<file path="config.mk">
export PLATFORM = sky130hd
export DESIGN_NAME = seq_divider
export DESIGN_NICKNAME = d
export VERILOG_FILES = /design/src/rtl/seq_divider_pkg.sv /design/src/rtl/seq_divider_div_step.sv /design/src/rtl/seq_divider.sv
export SDC_FILE = /design/constraint.sdc
export NUM_CORES = 1
export LEC_CHECK = 0
export ABC_CLOCK_PERIOD_IN_PS = 3900
export CORE_UTILIZATION = 56
export CTS_CLUSTER_DIAMETER = 60
export DETAILED_ROUTE_END_ITERATION = 12
export MAX_ROUTING_LAYER = met4
export PLACE_DENSITY_LB_ADDON = 0.08
export SYNTH_ARGS = -nofsm -noshare
export SYNTH_HDL_FRONTEND = slang
export SYNTH_HIERARCHICAL = 1
export SYNTH_SLANG_ARGS = --single-unit
</file>
<file path="constraint.sdc">
create_clock -name clk -period 3.9 [get_ports clk]
set_input_delay 0.78 -clock clk [delete_from_list [all_inputs] [get_ports clk]]
set_output_delay 0.78 -clock clk [all_outputs]
set_load 0.02 [all_outputs]
</file>
<file path="src/rtl/seq_divider_pkg.sv">
// seq_divider_pkg
// Shared types and constants for the sequential signed divider.
//   state_t         : divider FSM states (IDLE, CALC, DONE)
//   default_width   : default operand / result width
//   cnt_bits(w)     : width of the step counter needed to hold the value w
package seq_divider_pkg;

    localparam int default_width = 6;

    typedef enum logic [1:0] {
        IDLE = 2'd0,
        CALC = 2'd1,
        DONE = 2'd2
    } state_t;

    // The step counter is loaded with the operand width and counts down to
    // zero, so it must be able to represent the width itself.
    function automatic int cnt_bits(input int w);
        return $clog2(w + 1);
    endfunction

endpackage

</file>
<file path="src/rtl/seq_divider_div_step.sv">
// div_step
// One combinational restoring-division step on unsigned magnitudes.
// Ports:
//   r      in   width+1  partial remainder before the step
//   q      in   width    quotient register (dividend magnitude being shifted out)
//   dmag   in   width+1  divisor magnitude
//   r_next out  width+1  partial remainder after the step
//   q_next out  width    quotient register after the step (new bit in LSB)
module div_step #(
    parameter int width = 6
) (
    input  logic [width:0]   r,
    input  logic [width-1:0] q,
    input  logic [width:0]   dmag,
    output logic [width:0]   r_next,
    output logic [width-1:0] q_next
);

    logic [width+1:0] shifted;
    logic [width:0]   trial;
    logic             fits;

    // Shift {R, Q} left by one: the MSB of Q moves into R. The partial
    // remainder stays below the divisor magnitude, so the shifted value
    // never needs more than width+1 bits; the extra top bit only keeps the
    // comparison honest.
    always_comb begin
        shifted = {r, q[width-1]};
        fits    = (shifted >= {1'b0, dmag});
        trial   = shifted[width:0] - dmag;
        r_next  = fits ? trial : shifted[width:0];
        q_next  = {q[width-2:0], fits};
    end

endmodule

</file>
<file path="src/rtl/seq_divider.sv">
// seq_divider
// Multi-cycle signed two's-complement divider, one restoring step per clock,
// with a start/busy/done handshake. Quotient truncates toward zero and the
// remainder takes the sign of the dividend.
// Ports:
//   clk          in   1      rising-edge clock
//   rst_n        in   1      asynchronous active-low reset
//   start        in   1      request a division (only honoured in IDLE)
//   dividend     in   width  signed dividend, sampled on the accepting edge
//   divisor      in   width  signed divisor, sampled on the accepting edge
//   busy         out  1      high in CALC and DONE
//   done         out  1      one-cycle pulse, results valid while high
//   quotient     out  width  signed quotient (held until the next result)
//   remainder    out  width  signed remainder (held until the next result)
//   div_by_zero  out  1      set together with done when the divisor was 0
// Build option:
//   SEQ_DIVIDER_EARLY_EXIT_EN  finish in one cycle when |dividend| < |divisor|
//                              or |divisor| == 1; results are unchanged.
module seq_divider
    import seq_divider_pkg::*;
#(
    parameter int width = default_width
) (
    input  logic             clk,
    input  logic             rst_n,
    input  logic             start,
    input  logic [width-1:0] dividend,
    input  logic [width-1:0] divisor,
    output logic             busy,
    output logic             done,
    output logic [width-1:0] quotient,
    output logic [width-1:0] remainder,
    output logic             div_by_zero
);

    localparam int cw = cnt_bits(width);

    state_t           state;
    logic [cw-1:0]    count;
    logic [width:0]   rem_reg;
    logic [width-1:0] quo_reg;
    logic [width:0]   dsr_mag;
    logic             q_neg;
    logic             d_neg;

    logic [width:0]   dvd_mag_in;
    logic [width:0]   dsr_mag_in;
    logic [width:0]   r_next;
    logic [width-1:0] q_next;
    logic [width-1:0] quo_final;
    logic [width-1:0] rem_final;

    // Magnitudes are width+1 bits wide so that |-2^(width-1)| is exact;
    // sign-extending before negation makes the most negative value come out
    // as the positive power of two.
    always_comb begin
        dvd_mag_in = dividend[width-1] ? -{dividend[width-1], dividend} : {1'b0, dividend};
        dsr_mag_in = divisor[width-1]  ? -{divisor[width-1], divisor}   : {1'b0, divisor};
    end

    div_step #(
        .width (width)
    ) u_step (
        .r      (rem_reg),
        .q      (quo_reg),
        .dmag   (dsr_mag),
        .r_next (r_next),
        .q_next (q_next)
    );

    // Sign restoration on the final step's outputs. The quotient magnitude
    // is truncated to width bits, so -2^(width-1) / -1 wraps back to
    // -2^(width-1) without any flag.
    always_comb begin
        quo_final = q_neg ? -q_next : q_next;
        rem_final = d_neg ? -r_next[width-1:0] : r_next[width-1:0];
    end

    always_ff @(posedge clk or negedge rst_n) begin
        if (!rst_n) begin
            state       <= IDLE;
            count       <= '0;
            rem_reg     <= '0;
            quo_reg     <= '0;
            dsr_mag     <= '0;
            q_neg       <= 1'b0;
            d_neg       <= 1'b0;
            busy        <= 1'b0;
            done        <= 1'b0;
            quotient    <= '0;
            remainder   <= '0;
            div_by_zero <= 1'b0;
        end else begin
            done <= 1'b0;
            case (state)
                IDLE: begin
                    if (start) begin
                        d_neg   <= dividend[width-1];
                        q_neg   <= dividend[width-1] ^ divisor[width-1];
                        quo_reg <= dvd_mag_in[width-1:0];
                        dsr_mag <= dsr_mag_in;
                        rem_reg <= '0;
                        count   <= cw'(width);
                        busy    <= 1'b1;
                        if (divisor == '0) begin
                            state       <= DONE;
                            done        <= 1'b1;
                            quotient    <= '1;
                            remainder   <= dividend;
                            div_by_zero <= 1'b1;
                        end
`ifdef SEQ_DIVIDER_EARLY_EXIT_EN
                        // Trivial cases resolved straight from the inputs.
                        else if (dvd_mag_in < dsr_mag_in) begin
                            state       <= DONE;
                            done        <= 1'b1;
                            quotient    <= '0;
                            remainder   <= dividend;
                            div_by_zero <= 1'b0;
                        end else if (dsr_mag_in == (width+1)'(1)) begin
                            state       <= DONE;
                            done        <= 1'b1;
                            quotient    <= divisor[width-1] ? -dividend : dividend;
                            remainder   <= '0;
                            div_by_zero <= 1'b0;
                        end
`endif
                        else begin
                            state <= CALC;
                        end
                    end
                end
                CALC: begin
                    rem_reg <= r_next;
                    quo_reg <= q_next;
                    count   <= count - cw'(1);
                    // Last step: publish the sign-corrected results directly.
                    if (count == cw'(1)) begin
                        state       <= DONE;
                        done        <= 1'b1;
                        quotient    <= quo_final;
                        remainder   <= rem_final;
                        div_by_zero <= 1'b0;
                    end
                end
                DONE: begin
                    state <= IDLE;
                    busy  <= 1'b0;
                end
                default: begin
                    state <= IDLE;
                    busy  <= 1'b0;
                end
            endcase
        end
    end

endmodule
</file>
# Word level (Yosys, flattened, before mapping)
# Cells that the tools add are included.
[totals]
ff_bits = 42
latchBits = 0
ram_bits = 0
mem_bits_ro = 0
out_inout_bits = 15
n_memories = 0
[op_classes]
addsub = 6
n_mul = 0
div = 0
magnitude_cmp = 1
eq_ne = 5
shift = 0
mux = 33
bitwise_logic = 2
n_reduce_logical = 8
[ops]
columns = ["operator", "n"]
rows = [
  ["two-way mux 6 bit", 10],
  ["one-hot mux 6 bit (2 select lines)", 3],
  ["two-way mux 7 bit", 3],
  ["negator 6 bit", 3],
  ["one-hot mux 7 bit (2 select lines)", 1],
  ["greater-or-equal comparator 8 x 7 -> 1 bit", 1],
  ["AND reduction 2 bit", 4],
  ["two-way mux 1 bit", 7],
  ["negator 7 bit", 1],
  ["subtractor 7 bit", 1],
  ["logical NOT 6 bit", 1],
  ["two-way mux 2 bit", 3],
  ["inequality test 2 bit (second input constant)", 3],
  ["one-hot mux 1 bit (2 select lines)", 3],
  ["one-hot mux 3 bit (2 select lines)", 1],
  ["one-hot mux 2 bit (2 select lines)", 1],
  ["AND reduction 4 bit", 1],
  ["equality test 3 x 1 -> 1 bit (second input constant)", 1],
  ["two-way mux 3 bit", 1],
  ["subtractor 3 x 1 -> 3 bit (second input constant)", 1],
  ["equality test 2 x 1 -> 1 bit (second input constant)", 1],
  ["logical NOT 2 bit", 1],
  ["nonzero test 2 bit", 1],
  ["NOT 1 bit", 1],
  ["bitwise XOR 1 bit", 1],
]

# Logic depth before layout (Yosys ltp)
# Gate-level depths: netlist of the first run.
[logic_depth]
word_depth = 6
ltp_mapped = 14
ltp_nobuf = 14

# By module
# Netlist of the first run, hierarchy kept.
[modules_own_cells]
columns = ["module", "instances", "cells_each", "area_per_inst_um2"]
rows = [
  ["seq_divider", 1, 216, 2160.8],
  ["div_step", 1, 64, 509.2],
]

# Worst setup path before layout of the first run
# Ideal clock, no wire load.
[synth_timing]
path_kind = "register to register"
startpoint = "reg quo_reg[5]"
endpoint = "reg remainder[1]"
arrival_time_ps = 2634
t_required_ps = 3774
slack_ps = 1141
path_stages_with_launch = 14
path_buffers = 0
period_less_slack_ps = 2759
path_cell_list = "dfrtp_1 inv_1 ha_1 fa_1 nand2b_1 a21oi_4 o221ai_2 nand2_4 mux2i_1 inv_1 ha_1 mux2i_1 nor3_1 a221o_1"
[synth_between]
elab_chain_cells = 6
word_cells_on_any_way = 7
classes_between = "add/sub: 2; order compare: 1; mux: 4"
[synth_rtl]
columns = ["element", "line_no", "text"]
rows = [
  ["start: declaration", "seq_divider.sv:41", "logic [width-1:0] quo_reg;"],
  ["start signal: assignment", "seq_divider.sv:100", "quo_reg <= dvd_mag_in[width-1:0];"],
  ["start signal: assignment", "seq_divider.sv:135", "quo_reg <= q_next;"],
  ["greater-or-equal comparator 8 x 7 -> 1 bit", "seq_divider_div_step.sv:29", "fits = (shifted >= {1'b0, dmag});"],
  ["via u_step.fits", "seq_divider_div_step.sv:21", "logic fits;"],
  ["two-way mux 7 bit", "seq_divider_div_step.sv:31", "r_next = fits ? trial : shifted[width:0];"],
  ["via r_next[0]", "seq_divider.sv:48", "logic [width:0] r_next;"],
  ["negator 6 bit", "seq_divider.sv:76", "rem_final = d_neg ? -r_next[width-1:0] : r_next[width-1:0];"],
  ["two-way mux 6 bit", "seq_divider.sv:76", ""],
  ["two-way mux 6 bit", "seq_divider.sv:138", "if (count == cw'(1)) begin"],
  ["one-hot mux 6 bit (2 select lines)", "seq_divider.sv:95", "case (state)"],
  ["end signal: assignment", "seq_divider.sv:109", "remainder <= dividend;"],
  ["end signal: assignment", "seq_divider.sv:142", "remainder <= rem_final;"],
  ["end: declaration", "seq_divider.sv:32", "output logic [width-1:0] remainder,"],
]
# The timed path passes the listed nets, and every way through them passes these cells. The select of a mux whose other input is x is not followed.
# A chain may end at the register's enable or synchronous reset.

# Worst setup path after layout of the first run
[layout_timing]
startpoint = "reg quo_reg[5]"
endpoint = "reg remainder[1]"
[layout_between]
elab_chain_cells = 6
word_cells_on_any_way = 7
classes_between = "add/sub: 2; order compare: 1; mux: 4"
[layout_rtl]
columns = ["element", "line_no", "text"]
rows = [
  ["greater-or-equal comparator 8 x 7 -> 1 bit", "seq_divider_div_step.sv:29", ""],
  ["via q_next[0]", "seq_divider.sv:49", "logic [width-1:0] q_next;"],
  ["two-way mux 7 bit", "seq_divider_div_step.sv:31", ""],
  ["via r_next[0]", "seq_divider.sv:48", ""],
  ["negator 6 bit", "seq_divider.sv:76", ""],
  ["two-way mux 6 bit", "seq_divider.sv:76", ""],
  ["two-way mux 6 bit", "seq_divider.sv:138", ""],
  ["one-hot mux 6 bit (2 select lines)", "seq_divider.sv:95", ""],
]
# The timed path passes the listed nets, and every way through them passes these cells. The select of a mux whose other input is x is not followed.

==> results of run 1 <==
==> layout make-up <==
type                       count  share of cell area
sequential                    42               0.346
timing repair buffer          31              0.0989
inverter                      23              0.0326
tap                           52              0.0214
clock buffer                   6              0.0239
clock inverter                 2              0.0124
multi-input combinational    197               0.465
==> through the flow <==
| stage | hold slack [ns] | cell area, um^2 | util | total power (uW) | cells |
|---|---|---|---|---|---|
| 6_report | 0.490 | 3040 | 0.678 | 2960 | 353 |
| 5_1_grt | 0.511 | 3040 | 0.678 | 3220 | 353 |
| 4_1_cts | 0.493 | 3040 | 0.678 | 2970 | 353 |
| 3_5_place_dp | 0.465 | 2930 | 0.654 | 2630 | 345 |
| 3_3_place_gp | 0.475 | 2930 | 0.654 | 2580 | 345 |
| 2_1_floorplan | 0.450 | 2670 | - | 2240 | 280 |
==> kinds of logic (layout without fill, tap and decap cells) <==
kind of cell | count (synthesis) | count (layout) | share of synthesized area
and+or+nand+nor | 84 | 84 | 0.160
buffers and inverters | 41 | 62 | 0.0783
adders and majority gates | 14 | 14 | 0.0684
xor gates and xnor gates | 17 | 17 | 0.0558
DFF | 42 | 42 | 0.394
muxes | 12 | 12 | 0.0544
AOI/OAI and AO/OA | 70 | 70 | 0.189
==> synth_stat cells (2+ instances only) <==
cell type,n
sky130_fd_sc_hd__a221oi_1,2
sky130_fd_sc_hd__ha_1,13
sky130_fd_sc_hd__mux2_4,5
sky130_fd_sc_hd__nand2b_1,6
sky130_fd_sc_hd__nor2_1,16
sky130_fd_sc_hd__and2_1,3
sky130_fd_sc_hd__nand2_1,25
sky130_fd_sc_hd__a21boi_0,3
sky130_fd_sc_hd__a31oi_2,2
sky130_fd_sc_hd__a21oi_1,7
sky130_fd_sc_hd__xor2_1,7
sky130_fd_sc_hd__o21ai_0,18
sky130_fd_sc_hd__o211ai_1,3
sky130_fd_sc_hd__mux2i_1,7
sky130_fd_sc_hd__nor4_1,2
sky130_fd_sc_hd__dfrtp_1,42
sky130_fd_sc_hd__inv_1,22
sky130_fd_sc_hd__clkbuf_1,9
sky130_fd_sc_hd__o31ai_1,3
sky130_fd_sc_hd__a22oi_1,5
sky130_fd_sc_hd__xnor2_1,10
sky130_fd_sc_hd__a22o_1,5
sky130_fd_sc_hd__nor2_2,3
sky130_fd_sc_hd__o32a_1,2
sky130_fd_sc_hd__o21a_1,2
sky130_fd_sc_hd__nor3_1,5
sky130_fd_sc_hd__buf_4,6
sky130_fd_sc_hd__nor2b_1,12
sky130_fd_sc_hd__nand3_1,5
sky130_fd_sc_hd__a31oi_1,6
==> power by group through the flow <==
stage	Clock [uW]	Sequential, uW	Combinational (uW)
global route	365	839	2020
global placement	0	814	1770
detailed placement	0	816	1810
finish	340	808	1810
CTS	344	807	1820
floorplan	0	822	1420
==> worst max path at each step <==
| stage | cells after the start | end | slack (ns) |
|---|---|---|---|
| floorplan | 13 | remainder[1] | 1.14 |
| global placement | 5 | remainder[1] | 0.83 |
| detailed placement | 5 | remainder[1] | 0.79 |
| CTS | 13 | remainder[1] | 0.85 |
| global route | 13 | remainder[1] | 0.62 |
| finish | 13 | remainder[1] | 0.84 |
==> layer usage <==
| layer | up-vias | wire length (um) | GRT usage |
|---|---|---|---|
| met4 | 0 | 22 | 0.0533 |
| met1 | 935 | 2560 | 0.333 |
| met3 | 2 | 343 | 0.0484 |
| met2 | 61 | 2410 | 0.369 |
| li1 | 1012 | - | - |
| met5 | - | 0 | - |
==> critical path, cell delays in order (launching register included) <==
cell and delay, ns:
sky130_fd_sc_hd__dfrtp_1 0.36, sky130_fd_sc_hd__inv_1 0.07, sky130_fd_sc_hd__ha_1 0.22, sky130_fd_sc_hd__fa_1 0.40
sky130_fd_sc_hd__nand2b_1 0.20, sky130_fd_sc_hd__a21oi_4 0.21, sky130_fd_sc_hd__o221ai_2 0.16, sky130_fd_sc_hd__nand2_4 0.17
sky130_fd_sc_hd__mux2i_1 0.30, sky130_fd_sc_hd__inv_1 0.08, sky130_fd_sc_hd__ha_1 0.29, sky130_fd_sc_hd__mux2i_1 0.14
sky130_fd_sc_hd__nor3_1 0.06, sky130_fd_sc_hd__a221o_1 0.28
==> run summary, run 1 <==
Along the worst hold path, the cell count comes to 2. STA classifies the critical path startpoint as a register. Number of buffers inserted by post-CTS setup repair: 0. Routability-driven placement congestion ratio: 0.889.

The number of cells on the worst reg-to-reg path is 13. The distinct cell type count after synthesis was 54; the proportion of synthesized flip-flops having asynchronous set or reset was 1.00. For this design, the CTS-stage hold fixing added 0 buffers.

The final count of hold timing violations is 0. Timing analysis after detailed placement gives a worst setup slack of 0.792 ns. At the pin with the least slew margin, the transition time is 0.910 ns. TritonCTS created 5 clock buffers.

The pre-antenna-repair detailed-routing pass consisted of 8 iterations. In the final layout, flip-flops and latches occupy 1050 um^2. Worst hold-check path type: reg2reg. Summed over all nets, the switching power comes to 1260 uW. Along the worst path, the maximum fanout reaches 10. The library cells used most frequently in the layout, excluding fill and tap cells, are sky130_fd_sc_hd__dfrtp_1, sky130_fd_sc_hd__clkdlybuf4s50_1, sky130_fd_sc_hd__nand2_1. The net count after synthesis was 309; the post-synthesis sequential area ratio was 0.394. The clock tree skew after final layout is 0.0102 ns, and the combinational fraction of design power is 0.612. Via count of the first global-routing pass: 1,882.

After synthesis, the mean cell area works out to 9.54 um^2. The maximum clock insertion buffer count is 2. The post-route fraction of the period consumed by the critical path works out to 0.784. The fraction of layout cells with a size suffix above 1 is 0.0897, and the filler cell count in the final layout is 381. The worst-case IR drop observed on VDD is 436 uV. The tree built by TritonCTS fans out to 42 sinks. In this run the critical register-to-register path is captured at remainder[1]. The run gives 3.23 ns as the critical path arrival. The tool flagged a number of max-cap violations equal to 0. The detail route stage leaves a number of antenna-violating nets equal to 0.

Yosys printed 6 warnings. The area taken by multi-input logic gates is 1410 um^2, and the wire length per cell after detailed routing is 15.1 um. From left edge to right edge, the die measures 71.1 um.

Entering global routing, the biggest net connects 43 pins. Once the clock tree was built, the resizer swapped 0 gates to a different size. The estimated wirelength of the detail-placed design came out at 3990 um. The tools report the setup total negative slack as 0 ns.

Setup violations remaining at the end of the flow were counted as 0. At the worst endpoint, the required time is 4.08 ns. TritonCTS built the clock tree. The fraction of synthesized cell area taken by the top area cell type is 0.394. Across all register-to-register paths, the minimum setup slack is 0.84 ns. The tools report the worst setup slack after layout as 0.844 ns. The tools report the register share of total power as 0.273. The worst setup path is of the reg2reg kind. After clock tree synthesis, the clock-pin slew on the worst setup and hold paths is 0.08 ns.

In this run the tool buffered the top-level ports with 29 buffer cells. Total via count after detailed routing: 2,010. For the static leakage, the log shows 0.00135 uW. The violation count after the first detailed-routing iteration was 182; the core footprint was 4470 um^2.

The routed design could run at a clock period as short as 3.06 ns. The critical path starts at quo_reg[5]. The effective utilization at floorplan came out at 0.597.

The die covers 5050 um^2. Relative to the synthesized area, the layout overhead comes to 13.7%. 30 I/O pins were placed. Counting flops with a built-in enable in the synthesized netlist gives 0. For the total global routing track utilization, the log shows 0.241. The number of levels the H-tree was split into is 2, and the power density of the placed cells is 976 nW/um^2. For the clock share of power, the log shows 0.115. Startpoint of the lowest-slack hold path: remainder[2].

Final count of pins violating max slew: 0. The biggest area contributor in the post-synthesis netlist is sky130_fd_sc_hd__dfrtp_1. Number of nets in the layout: 329. The switching power share of the total came out at 0.425. For this run, the leading register cell type out of synthesis is sky130_fd_sc_hd__dfrtp_1. The post-synthesis instance area came out at 2670 um^2.

The tree is rooted in a sky130_fd_sc_hd__clkbuf_8. The flow ran to the end, but the final reports show violations. The worst-skew pair later-pin latency was 0.29 ns; the antenna cell count was 0.

The die span in y was 71.1 um. The residual DRC count is 4. Sorting the synthesized cells by area gives the leading types as sky130_fd_sc_hd__dfrtp_1, sky130_fd_sc_hd__ha_1, sky130_fd_sc_hd__nand2_1. For this run the aggregate overflow at the end of global routing stands at 0.

The worst setup path is captured at a register. The synthesis-stage register bit count was 42. The hold path endpoint was remainder[2]. The most common library cell in the layout ignoring fill and taps was sky130_fd_sc_hd__dfrtp_1.

Setup repair after global routing left no endpoint under its margin. Timing would allow up to 0.327 GHz. The tools report the headroom to the max-slew limit as 0.393. The per-cell via count in the routed design was 5.69; the first-pass GRT wire length was 9050 um. Synthesis produced 280 cells. Cell internal power was estimated by the tool at 1700 uW.

The startpoint identified for the worst register-to-register timing path is quo_reg[5]. For the total number of placement rows, the log shows 24. For the number of antenna violations at the first check in global routing, the log shows 0.

The final reports fail on design-rule violations. Summed over all layers, the routed wires come to 5330 um.
(Power assumes the default switching activity.)
==> inputs of run 2 (changes only) <==
--- a/config.mk
+++ b/config.mk
@@ -5,7 +5,7 @@
 export SDC_FILE = /design/constraint.sdc
 export NUM_CORES = 1
 export LEC_CHECK = 0
-export ABC_CLOCK_PERIOD_IN_PS = 3900
+export ABC_CLOCK_PERIOD_IN_PS = 2900
 export CORE_UTILIZATION = 56
 export CTS_CLUSTER_DIAMETER = 60
 export DETAILED_ROUTE_END_ITERATION = 12
==> constraint.sdc (replaced) <==
create_clock -name clk -period 2.9 [get_ports clk]
set_input_delay 0.58 -clock clk [delete_from_list [all_inputs] [get_ports clk]]
set_output_delay 0.58 -clock clk [all_outputs]
set_load 0.02 [all_outputs]
==> run 2 against run 1 <==
Effect of this change:
- the flow still finishes with violations (design-rule violations)
- final area up 2.2%
- critical path depth unchanged
- first-iteration DRC count down 23%
- sequential share of layout area down 0.75 points
- clock power up 14%
- clock-buffer cell count down 1
- wire length up 6.1%
- clock skew up 0.0068 ns
- register-to-register slack worse by 0.80 ns
- via count up 3.6%
- critical path type unchanged
- critical endpoint unchanged
- largest cell class unchanged
==> run summary, run 2 (synthesis results as in run 1) <==
The highest cell delay on the worst timing path works out to 0.37 ns. The clock period could shrink to 2.86 ns. The switching power share of the total is 0.432, and the count of placed standard cells including taps is 351. The power density of the placed cells came out at 1350 nW/um^2. Summing over every cut layer, the via total after detailed routing is 2,083. The tools report the met3 track utilization from global routing as 0.0342. The number of placed I/O pins was 30; the met1 capacity usage during global routing was 0.348.

The signal on the critical path passes through inv_1 > ha_2 > fa_2 > nand2b_4 > a21oi_4 > o221ai_2 > nand2_4 > mux2i_2 > inv_1 > ha_1 > mux2i_1 > nor3_1 > a221o_1. The static leakage was 0.00138 uW. After routing, the total negative slack on setup checks comes to 0 ns. After the flow finishes, the layout carries non-filler instances totaling 361. The number of antenna violations at the first check in global routing came out at 0.

Setup violations remaining at the end of the flow were counted as 0. Dividing the detail-routed wire length by the instance count gives 15.7 um. The estimated wirelength of the detail-placed design was 4130 um; the final count of hold timing violations was 0. Summed over all nets, the switching power comes to 1800 uW. The combinational fraction of design power is 0.646, and the cell area reported after detailed placement is 2970 um^2.

For the post-layout utilization of the core, the log shows 0.694. The run gives 0 as the aggregate global routing overflow. The most common library cell in the layout ignoring fill and taps was sky130_fd_sc_hd__dfrtp_1. The tools report the headroom to the max-slew limit as 0.376.

The power after layout came out at 4180 uW. The tools report the via count of the first global-routing pass as 1,901. After detailed routing, the number of remaining DRC violations is 2.

The largest net degree at the start of global routing came out at 43. The register share of total power is 0.261, and the iteration count of the initial detailed-routing pass is 8. The endpoint kind of the worst setup timing path was a register.

For this design, the sink count on the clock tree is 42. The tools report the die footprint as 5050 um^2. For the met2 track utilization from global routing, the log shows 0.372. For the routability-driven placement congestion ratio, the log shows 0.855. The worst hold path belongs to the class in2async.

For flop-to-flop paths, the worst setup slack is 0.04 ns. The clock-pin slew on the worst setup and hold paths is 0.09 ns. The flow ran to the end, but the final reports show violations. The area added between synthesis and finish was 16.2%; the violation count after the first detailed-routing iteration was 141. The longest clock path from root to sink contains 2 buffers.

The tools report the remaining antenna violation count as 0. The fraction of layout cells with a size suffix above 1 is 0.136, and the filler cell count in the final layout is 370. The finished layout cell area is 3100 um^2, and the total wire length is 5660 um. The chip width is 71.1 um. The die span in y is 71.1 um.

At the pin with the least slew margin, the transition time is 0.937 ns. The logs give 3.09 ns for the required time at the endpoint of the critical path and 0.350 GHz for the maximum clock frequency. The tools report the total global routing track utilization as 0.247. After clock tree synthesis, the flow added hold-fix buffers numbering 0. Per-cell via count in the routed design: 5.77. The clock buffer count from CTS is 5. The number of levels the H-tree was split into is 2. The library cell appearing most often on the critical path was sky130_fd_sc_hd__inv_1.

The critical path class was reg2reg. The largest fanout on the critical path is 5, and the number of nets in the layout is 337. The logs give 0.093 for the clock share of power and 24 for the total number of placement rows. The tools report the effective utilization at floorplan as 0.597. The clock tree root driver cell is sky130_fd_sc_hd__clkbuf_8. The tools report the internal portion of total power as 2370 uW. For the final database, setup skew stands at 0.0169 ns.

Setup repair after global routing could not meet its margin everywhere. The worst-case IR drop observed on VDD is 548 uV. The final reports fail on design-rule violations. The clock reaches the later pin of the worst-skew pair after 0.30 ns. The post-route fraction of the period consumed by the critical path is 0.985.

Max-cap violations in this run came to 0. STA classifies the critical path startpoint as a register. In this run the standard cell core region covers 4470 um^2. The quantity of I/O buffers inserted on ports works out to 29.

The antenna cell count was 0. For the worst setup path, the data arrival time is 3.04 ns. The top cell types in the final layout, fill and taps aside, are sky130_fd_sc_hd__dfrtp_1, sky130_fd_sc_hd__clkdlybuf4s50_1, sky130_fd_sc_hd__nand2_1.

The first-pass GRT wire length came out at 9280 um. TritonCTS built the clock tree. Slowest stage cell on the critical path: sky130_fd_sc_hd__dfrtp_1.

The final count of pins violating max slew was 0. met2 is the most crowded layer.
==> run 2: area by class of cell <==
| class | count | area [um^2] | area share |
|---|---|---|---|
| Inverter | 23 | 98.8 | 0.0319 |
| Clock buffer | 5 | 68.8 | 0.0222 |
| Sequential cell | 42 | 1050 | 0.339 |
| Multi-Input combinational cell | 197 | 1440 | 0.463 |
| Tap cell | 52 | 65.1 | 0.0210 |
| Clock inverter | 3 | 23.8 | 0.00766 |
| Timing Repair Buffer | 39 | 360 | 0.116 |
==> run 2: stage by stage <==
step,setup WS (ns),hold WS (ns)
after floorplan,0.141,0.284
after global placement,0.0118,0.465
after detailed placement,-0.0353,0.471
after CTS,0.0386,0.445
after global routing,-0.0432,0.506
final,0.0445,0.421
==> run 2: what timing repair did <==
action,4_1_cts,5_1_grt
setup buffers,1,1
resized for setup,3,3
setup endpoints to repair,3,4
pin swaps,1,1
==> run 2: routing by layer <==
| layer | part of all wire | vias up |
|---|---|---|
| met5 | 0 | - |
| met4 | 0.013 | 0 |
| met3 | 0.039 | 7 |
| met2 | 0.47 | 56 |
| met1 | 0.48 | 993 |
| li1 | - | 1027 |
==> run 2: critical path, delay by kind of cell, from the launching register on <==
kind | cells | cell delay (ns)
flip-flops | 1 | 0.37
adder cells (fa/ha/maj) | 3 | 0.84
AO/OA/AOI/OAI | 3 | 0.57
AND/OR/NAND/NOR | 3 | 0.36
multiplexers | 2 | 0.42
buffers and inverters | 2 | 0.18
==> run 2: worst paths after layout <==
check / start / end / cells past startpoint
worst max-delay path: quo_reg[5] / remainder[1] / 13
worst min-delay path: rst_n / remainder[2] / 1
worst max register to register: quo_reg[5] / remainder[1] / 13
worst min register to register: remainder[2] / remainder[2] / 2
max in group asynchronous: rst_n / rem_reg[2] / 1
min in group clk: remainder[2] / remainder[2] / 2
==> run 2: power by group through the flow <==
stage	combinational (uW)	clock [uW]	sequential, uW
after floorplan	1910	0	1100
after global placement	2480	0	1100
after detailed placement	2560	0	1100
after CTS	2630	397	1090
after global routing	2960	420	1130
final	2700	389	1090
==> inputs of run 3 (changes only) <==
--- a/config.mk
+++ b/config.mk
@@ -5,12 +5,12 @@
 export SDC_FILE = /design/constraint.sdc
 export NUM_CORES = 1
 export LEC_CHECK = 0
-export ABC_CLOCK_PERIOD_IN_PS = 2900
 export CORE_UTILIZATION = 56
 export CTS_CLUSTER_DIAMETER = 60
 export DETAILED_ROUTE_END_ITERATION = 12
 export MAX_ROUTING_LAYER = met4
 export PLACE_DENSITY_LB_ADDON = 0.08
+export SLEW_MARGIN = 20
 export SYNTH_ARGS = -nofsm -noshare
 export SYNTH_HDL_FRONTEND = slang
 export SYNTH_HIERARCHICAL = 1
==> constraint.sdc (replaced) <==
create_clock -name clk -period 2.9 [get_ports clk]
set_input_delay 0.58 -clock clk [delete_from_list [all_inputs] [get_ports clk]]
set_output_delay 0.58 -clock clk [all_outputs]
set_load 0.1 [all_outputs]
==> run 3 against run 2 <==
Effect of this change:
- the flow still finishes with violations (design-rule violations)
- setup slack improved by 0.033 ns
- worst hold slack lost 0.0035 ns
- flip-flop and latch count unchanged
- fmax is 1.2% higher
- die area is the same
- via count grew 0.96%
- core utilization increased by 0.62 points
- wire length decreased by 1.2%
==> run summary, run 3 (synthesis results as in run 1) <==
The largest fanout on the critical path was 5. The first global-routing pass estimated 9370 um of wire. The via count of the first global-routing pass is 1,950, and the area added between synthesis and finish is 17.2%. The total via count after detailed routing is 2,103. Most common library cell in the layout ignoring fill and taps: sky130_fd_sc_hd__dfrtp_1. The tree is rooted in a sky130_fd_sc_hd__clkbuf_8. TritonCTS built the clock tree. The wire length per cell after detailed routing was 15.3 um; the post-route fraction of the period consumed by the critical path was 0.973. Worst hold-check path type: in2async. The antenna cell count was 0; the critical path arrival was 3.00 ns. The critical path contains buffers and inverters numbering 2 combined. The critical path goes through inv_2 > ha_4 > fa_2 > nand2b_4 > a21oi_4 > o221ai_2 > nand2_4 > mux2i_2 > inv_2 > ha_4 > mux2i_4 > nor3_1 > a221o_1. Subtracting the final worst setup slack from the clock period gives 2.82 ns. The final reports fail on design-rule violations.

Quantity of I/O buffers inserted on ports: 29. In this run the standard cell core region covers 4470 um^2. At the later pin of the worst-skew pair, clock insertion delay measures 0.30 ns. At the end of routability-driven placement, the weighted congestion stood at 0.832. The worst setup path is captured at a register.

The top cell types in the final layout, fill and taps aside, are sky130_fd_sc_hd__dfrtp_1, sky130_fd_sc_hd__buf_4, sky130_fd_sc_hd__nand2_1. The total global routing track utilization was 0.247. Number of setup violations in the final report: 0. The maximum clock frequency was 0.354 GHz; the total wire length was 5590 um. The final count of hold timing violations was 0.

The tool flagged a number of max-cap violations equal to 0. The H-tree was split into 2 levels. The tools report the post-layout utilization of the core as 0.700. The die is 71.1 um tall. The estimated wirelength of the detail-placed design was 4150 um.

Adding up every negative setup slack in the final design gives 0 ns. Final count of pins violating max slew: 0. Buffers inserted during clock tree synthesis total 5. Entering global routing, the biggest net connects 43 pins. 30 I/O pins were placed. In this run, the number of DRC markers left after iteration 0 of detailed routing was 145. At the pin with the least slew margin, the transition time is 0.932 ns. On the final layout, the worst clock skew is 0.0138 ns.

The fraction of layout cells with a size suffix above 1 was 0.208. The highest cell delay on the worst timing path came out at 0.40 ns. After clock tree synthesis, the clock-pin slew on the worst setup and hold paths is 0.09 ns. For the worst setup path, the data required time is 3.08 ns. After the last flow step, the layout net total stands at 341. Before antenna repair, the detailed router went through 8 iterations. The worst setup slack after layout came out at 0.0775 ns. Die footprint: 5050 um^2. The run finished, with violations left. The floorplan has 24 rows. The critical path class is reg2reg.

The clock passes through at most 2 buffers. The logs give 0.597 for the effective utilization at floorplan and 0 for the total of hold buffers inserted after clock tree synthesis. Broken down by cell family, the worst path's largest delay share belongs to adder cells. The chip width is 71.1 um. The number of clock sinks was 42. Prior to clock tree synthesis, the placed netlist has a worst setup slack of -0.0775 ns. STA classifies the critical path startpoint as a register.

In the routed design, unresolved DRC markers number 2. The slowest stage cell on the critical path was sky130_fd_sc_hd__dfrtp_1. The count of nets left with antenna violations once routing finished came out at 0. The total overflow left after global routing is 0.

The headroom to the max-slew limit is 0.379. After detailed routing, the number of vias per cell comes to 5.76. Number of antenna violations at the first check in global routing: 0.
-- run 3: cell types whose count changed in the layout (fill, tap and decap cells not counted) --
cell / before / now
sky130_fd_sc_hd__buf_4: 10 / 29
sky130_fd_sc_hd__ha_1: 12 / 11
sky130_fd_sc_hd__ha_4: 0 / 2
sky130_fd_sc_hd__o21ai_0: 18 / 17
sky130_fd_sc_hd__clkdlybuf4s50_1: 28 / 13
sky130_fd_sc_hd__inv_1: 22 / 20
sky130_fd_sc_hd__o21ai_1: 1 / 2
sky130_fd_sc_hd__mux2i_1: 5 / 4
sky130_fd_sc_hd__ha_2: 1 / 0
sky130_fd_sc_hd__mux2i_4: 0 / 1
sky130_fd_sc_hd__inv_2: 0 / 2
-- run 3: final timing paths --
| kind | startpoint | end | slack (ns) | cells after the start |
|---|---|---|---|---|
| setup / recovery | quo_reg[5] | remainder[1] | 0.08 | 13 |
| hold / removal | rst_n | remainder[3] | 0.42 | 1 |
| setup reg to reg | quo_reg[5] | remainder[1] | 0.08 | 13 |
| hold reg to reg | dsr_mag[4] | dsr_mag[4] | 0.48 | 2 |
| max in group asynchronous | rst_n | rem_reg[2] | 1.90 | 1 |
| min in group clk | dsr_mag[4] | dsr_mag[4] | 0.48 | 2 |
-- run 3: area by class of cell --
class / instances / area (um^2)
well taps: 52 / 65.1
clock buffers: 5 / 68.8
repair buffers: 43 / 353
flip-flops and latches: 42 / 1050
multi-input cells: 197 / 1470
fillers: 360 / 1340
inverters: 23 / 98.8
clock inverters: 3 / 23.8
-- run 3: repair_timing --
action,in CTS,in global routing
endpoints found under the setup margin,3,5
resized for setup,3,10
endpoints found under the hold margin,0,0
buffers inserted,1,5
pin swaps,1,6
-- run 3: metal layers --
layer | global-route usage | vias up | routed length (um)
li1 | - | 1041 | -
met1 | 0.350 | 993 | 2710
met2 | 0.379 | 63 | 2550
met3 | 0.0427 | 6 | 294
met4 | 0.0467 | 0 | 31
met5 | - | - | 0
-- run 3: metrics by stage --
step	hold WS, ns	instance area, um^2	cells
after CTS	0.443	3050	360
after floorplan	0.284	2670	280
after detailed placement	0.471	2930	351
final	0.417	3130	365
after global placement	0.463	2930	351
after global routing	0.491	3130	365
Power of run 3 is left out: the tool's default activity adds up to more than one toggle a clock period on the data nets, which glitch-free logic cannot reach.
